File: src/rtl/fft_addr_gen.sv
// fft_addr_gen: radix-2 in-place FFT sequencer -- butterfly read/write addresses and twiddle index.
// Optional macro FFT_ADDR_GEN_BITREV_EN: bit-reverse stage-0 read addresses for natural-order input.
module fft_addr_gen #(
  parameter int LOG2N      = 10,
  parameter int BF_LATENCY = 4
) (
  input  logic             clk,
  input  logic             rst,
  input  logic             start,
  input  logic             hold,
  output logic             busy,
  output logic             done,
  output logic [3:0]       stage,
  output logic [LOG2N-2:0] twiddle_addr,
  output logic [LOG2N-1:0] rd_addr_a,
  output logic [LOG2N-1:0] rd_addr_b,
  output logic             bf_valid,
  output logic             wr_en,
  output logic [LOG2N-1:0] wr_addr_a,
  output logic [LOG2N-1:0] wr_addr_b
);
  localparam int JW     = LOG2N - 1;
  localparam int STAGES = BF_LATENCY + 1;
  localparam int DW     = $clog2(BF_LATENCY + 2);

  localparam logic [JW-1:0]    J_LAST = '1;
  localparam logic [DW-1:0]    D_LAST = DW'(BF_LATENCY + 1);
  localparam logic [3:0]       S_LAST = 4'(LOG2N - 1);
  localparam logic [LOG2N-1:0] ONE_A  = LOG2N'(1);

  typedef enum logic [1:0] {S_IDLE, S_RUN, S_DRAIN, S_FIN} state_t;

  state_t          state_q, state_d;
  logic [JW-1:0]   j_q;
  logic [DW-1:0]   dcnt_q;
  logic [3:0]      stage_q;
  logic            issue;

  // index 0 is the issue cycle; bf_valid taps 1, write-back taps STAGES
  logic [STAGES:0]            vld_pipe;
  logic [STAGES:0][LOG2N-1:0] wa_pipe;
  logic [STAGES:0][LOG2N-1:0] wb_pipe;

  logic [JW-1:0]    kmask, k, tw_d;
  logic [3:0]       tw_sh;
  logic [LOG2N-1:0] addr_a, addr_b, rd_a_d, rd_b_d;

`ifdef FFT_ADDR_GEN_BITREV_EN
  function automatic logic [LOG2N-1:0] bitrev(input logic [LOG2N-1:0] x);
    logic [LOG2N-1:0] r;
    for (int i = 0; i < LOG2N; i++) r[i] = x[LOG2N-1-i];
    return r;
  endfunction
`endif

  always_comb begin
    state_d = state_q;
    issue   = 1'b0;
    case (state_q)
      S_IDLE:  if (start) state_d = S_RUN;
      S_RUN:   if (!hold) begin
                 issue = 1'b1;
                 if (j_q == J_LAST) state_d = S_DRAIN;
               end
      S_DRAIN: if (!hold && dcnt_q == D_LAST)
                 state_d = (stage_q == S_LAST) ? S_FIN : S_RUN;
      S_FIN:   if (!hold) state_d = S_IDLE;
      default: state_d = S_IDLE;
    endcase
  end

  // j splits into group g (upper bits) and offset k (low s bits); A inserts a 0 at bit s
  always_comb begin
    kmask  = JW'((32'd1 << stage_q) - 32'd1);
    k      = j_q & kmask;
    addr_a = {j_q & ~kmask, 1'b0} | {1'b0, k};
    addr_b = addr_a | (ONE_A << stage_q);
    tw_sh  = 4'(JW) - stage_q;
    tw_d   = k << tw_sh;
`ifdef FFT_ADDR_GEN_BITREV_EN
    rd_a_d = (stage_q == 4'd0) ? bitrev(addr_a) : addr_a;
    rd_b_d = (stage_q == 4'd0) ? bitrev(addr_b) : addr_b;
`else
    rd_a_d = addr_a;
    rd_b_d = addr_b;
`endif
  end

  always_ff @(posedge clk or posedge rst) begin
    if (rst) begin
      state_q      <= S_IDLE;
      j_q          <= '0;
      dcnt_q       <= '0;
      stage_q      <= '0;
      vld_pipe     <= '0;
      wa_pipe      <= '0;
      wb_pipe      <= '0;
      done         <= 1'b0;
      twiddle_addr <= '0;
      rd_addr_a    <= '0;
      rd_addr_b    <= '0;
    end else begin
      state_q <= state_d;
      // start is accepted in IDLE even under hold
      if (state_q == S_IDLE && start) begin
        stage_q <= '0;
        j_q     <= '0;
        dcnt_q  <= '0;
      end
      if (!hold) begin
        vld_pipe <= {vld_pipe[STAGES-1:0], issue};
        wa_pipe  <= {wa_pipe[STAGES-1:0], issue ? addr_a : wa_pipe[0]};
        wb_pipe  <= {wb_pipe[STAGES-1:0], issue ? addr_b : wb_pipe[0]};
        done     <= (state_q == S_FIN);
        if (issue) begin
          j_q          <= j_q + 1'b1;
          twiddle_addr <= tw_d;
          rd_addr_a    <= rd_a_d;
          rd_addr_b    <= rd_b_d;
        end
        if (state_q == S_DRAIN) begin
          dcnt_q <= (dcnt_q == D_LAST) ? '0 : dcnt_q + 1'b1;
          if (dcnt_q == D_LAST && stage_q != S_LAST) stage_q <= stage_q + 1'b1;
        end
      end
    end
  end

  assign busy      = (state_q != S_IDLE);
  assign stage     = stage_q;
  assign bf_valid  = vld_pipe[1];
  assign wr_en     = vld_pipe[STAGES];
  assign wr_addr_a = wa_pipe[STAGES];
  assign wr_addr_b = wb_pipe[STAGES];

endmodule

File: config.mk
export PLATFORM = sky130hd
export DESIGN_NAME = fft_addr_gen
export DESIGN_NICKNAME = d
export VERILOG_FILES = /design/src/rtl/fft_addr_gen.sv
export SDC_FILE = /design/constraint.sdc
export NUM_CORES = 1
export LEC_CHECK = 0
export CAP_MARGIN = 20
export CORE_UTILIZATION = 30
export DETAILED_ROUTE_END_ITERATION = 8
export PLACE_DENSITY = 0.54
export SLEW_MARGIN = 20
export SYNTH_ARGS = -nofsm -noshare
export SYNTH_HDL_FRONTEND = slang
export SYNTH_SLANG_ARGS = --single-unit
File: constraint.sdc
create_clock -name clk -period 8.5 [get_ports clk]
set_input_delay 1.275 -clock clk [delete_from_list [all_inputs] [get_ports clk]]
set_output_delay 1.275 -clock clk [all_outputs]
set_load 0.005 [all_outputs]
==> results_dict.tcl <==
set metrics [dict create \
    status "complete, no violations" \
    cts_tree "built" \
    drc 0 \
    dr.pass1.iters 4 \
    finClkSkew_ns 0.00891 \
    cp-start-kind "flip-flop" \
    grtUsageTotal 0.131 \
    ant_nets 0 \
    place.gp.congestion 0.792 \
    portBuffers 60 \
    yosysWarningCount 0 \
    ir_worst_vdd_mv 0.129 \
    yosys.area.top_type "dfrtp_1" \
    critPathMaxFanout 16 \
    final_nets 619 \
    rsz0062_at_grt "no" \
    initial_utilization 0.306 \
    period_minus_slack_ns 4.15 \
    fillers 2322 \
    n_antenna_cell 0 \
    pre_cts_slack_ns 4.33 \
    setup_tns_ns 0 \
    die_h_um 156 \
    dpl.cell_count 904 \
    clkLatencyLatePin_ns 0.42 \
    cts_max_path_buffers 2 \
    finalHoldViolCount 0 \
    max_freq_mhz 241 \
    num_vias 4385 \
    core-area_um2 23400 \
    antenna_found_initial 0 \
    fp-row-count 56 \
    grt_max_degree 83 \
    drt_iter0_drc 229 \
    avgSynthCellArea_um2 12.0 \
    crit_required_ns 8.83 \
    dieArea_um2 24500 \
    root_buffer "clkbuf_16" \
    seq_area_frac_synth 0.539 \
    drive_gt1_frac 0.254 \
    wl_per_cell_um 15.9 \
    synth_top_flop_cell "dfrtp_1" \
    yosysTopAreaCellShare 0.539 \
    power_uw 2040 \
    cts_htree_levels 4 \
    area_growth_pct 15.3 \
    path_clk_slew_ns 0.06 \
    tightest_slew_ns 0.931 \
    cts_resized 0 \
    drv_cap 0 \
    hpwl_um 10200 \
    netlist_area_um2 7150 \
    cellPowerDensity_nw_per_um2 248 \
    synth_edf_count 0 \
    critPathCaptureType "flip-flop" \
    ioPinCount 61 \
    setup_viol 0 \
    fin_cells 936 \
    first_global_vias 4342 \
    syn_nets 612 \
    synth-seq-cells 154 \
    cts_buffers 17 \
    grt_pass1_wl_um 24300 \
    synthArstFlopShare 1.00 \
    leakagePower_uw 0.00347 \
    hold_path.class "flip-flop to flip-flop" \
    slew_viol_final 0 \
    cts_sinks 154 \
    grt_overflow 0 \
    yosys-top-cells-area "dfrtp_1, mux2_2, buf_4, nand2_1, o21ai_0" \
    crit_type "flip-flop to flip-flop" \
    vias_per_cell 4.68 \
    synth.distinct_cells 66 \
    syn_inst 597 \
    cts_hold_buf 0 \
    routed_wl_um 14900 \
    fin_crit_sh 0.489 \
    post_cts_buffers 0 \
    slew_headroom 0.380 \
    final.setup.worst_slack_ns 4.35 \
    arrival_ns 4.48 \
    holdWs_ns 0.479 \
    die_w_um 156 \
]
[cells by family after synthesis]
family / Yosys count / share of synthesized area
compound gates: 98 / 0.0912
xor+xnor: 4 / 0.00490
simple gates: 129 / 0.0917
flops: 154 / 0.539
fa+ha+maj: 11 / 0.0192
mux: 112 / 0.178
buf+inv: 89 / 0.0763
[path summary, 6_finish.rpt]
path,cells after the start,from,endpoint,slack [ns]
min in group asynchronous,2,rst,wr_addr_b[6],1.37
hold reg to reg,2,vld_pipe[0],vld_pipe[0],0.48
hold / removal,2,vld_pipe[0],vld_pipe[0],0.48
setup reg to reg,10,stage[1],twiddle_addr[8],4.35
max in group asynchronous,3,rst,wa_pipe[5],5.72
setup / recovery,10,stage[1],twiddle_addr[8],4.35
[cells in the final DEF, fill, tap and decap left out, types with 11 or more instances in the layout]
cell,n
a21oi_1,15
a31oi_1,11
clkbuf_16,17
clkdlybuf4s50_1,59
dfrtp_1,154
ha_1,11
inv_1,11
mux2_2,106
nand2_1,46
nand3_1,13
nor2_1,27
o21ai_0,32
[layer usage]
layer / GRT usage / share of wire
met3: 0.0352 / 0.048
met2: 0.202 / 0.46
met4: 0.0462 / 0.011
met5: 0 / 0
met1: 0.176 / 0.48
[final cells by class]
| cell class | instances | area (µm²) | area share |
|---|---|---|---|
| timing repair buffer | 64 | 628 | 0.0762 |
| inverter | 13 | 53.8 | 0.00652 |
| tap | 319 | 399 | 0.0484 |
| clock buffer | 19 | 453 | 0.0549 |
| clock inverter | 13 | 108 | 0.0130 |
| sequential | 154 | 3850 | 0.467 |
| multi-input combinational | 354 | 2750 | 0.334 |
[flip-flops by register name (all words and copies together) (netlist names)]
name and count:
vld_pipe 6, stage 4, wr_addr_a 10, wr_addr_b 10, wb_pipe 50, j_q 9
done 1, wa_pipe 50, twiddle_addr 9, dcnt_q 3, state_q 2
[power breakdown]
group	total, µW	switching (µW)	internal [µW]
combinational	325	114	211
clock	711	315	396
sequential	1010	110	899
[cell usage after synthesis, types with 2 or more instances]
library cell    n
a211oi_1        3
a21oi_1        15
a221o_1         2
a22o_1          5
a22oi_1         3
a31oi_1        11
and3_1          3
buf_1           3
buf_2           4
buf_4          47
buf_6           4
clkbuf_1       18
dfrtp_1       154
ha_1           11
inv_1          12
mux2_2        106
mux2i_1         4
nand2_1        46
nand2b_1        6
nand3_1        13
nand4_1         3
nor2_1         27
nor2b_1         4
nor3_1          6
nor3_2          2
nor4_1          3
o211ai_1        3
o21a_1          2
o21ai_0        32
o21ai_1         2
o221ai_1        2
o31ai_1         2
or3_1           4
xnor2_1         3
[metrics by stage]
step                      cell area [µm²]   util
final                                8250  0.352
after global routing                 8250  0.352
after CTS                            8250  0.352
after detailed placement             7690  0.328
after global placement               7690  0.328
after floorplan                      7150      -
[worst max-delay path, cell delays in order, from the launching register on]
cell	delay, ns
dfrtp_1	0.53
inv_1	0.44
ha_1	0.76
or3b_1	0.50
ha_1	0.38
nand2b_1	0.15
mux2_4	0.32
o21ai_2	0.28
mux2i_1	0.14
a311o_1	0.37
o31ai_1	0.19
Power figures use the tool's default switching activity.
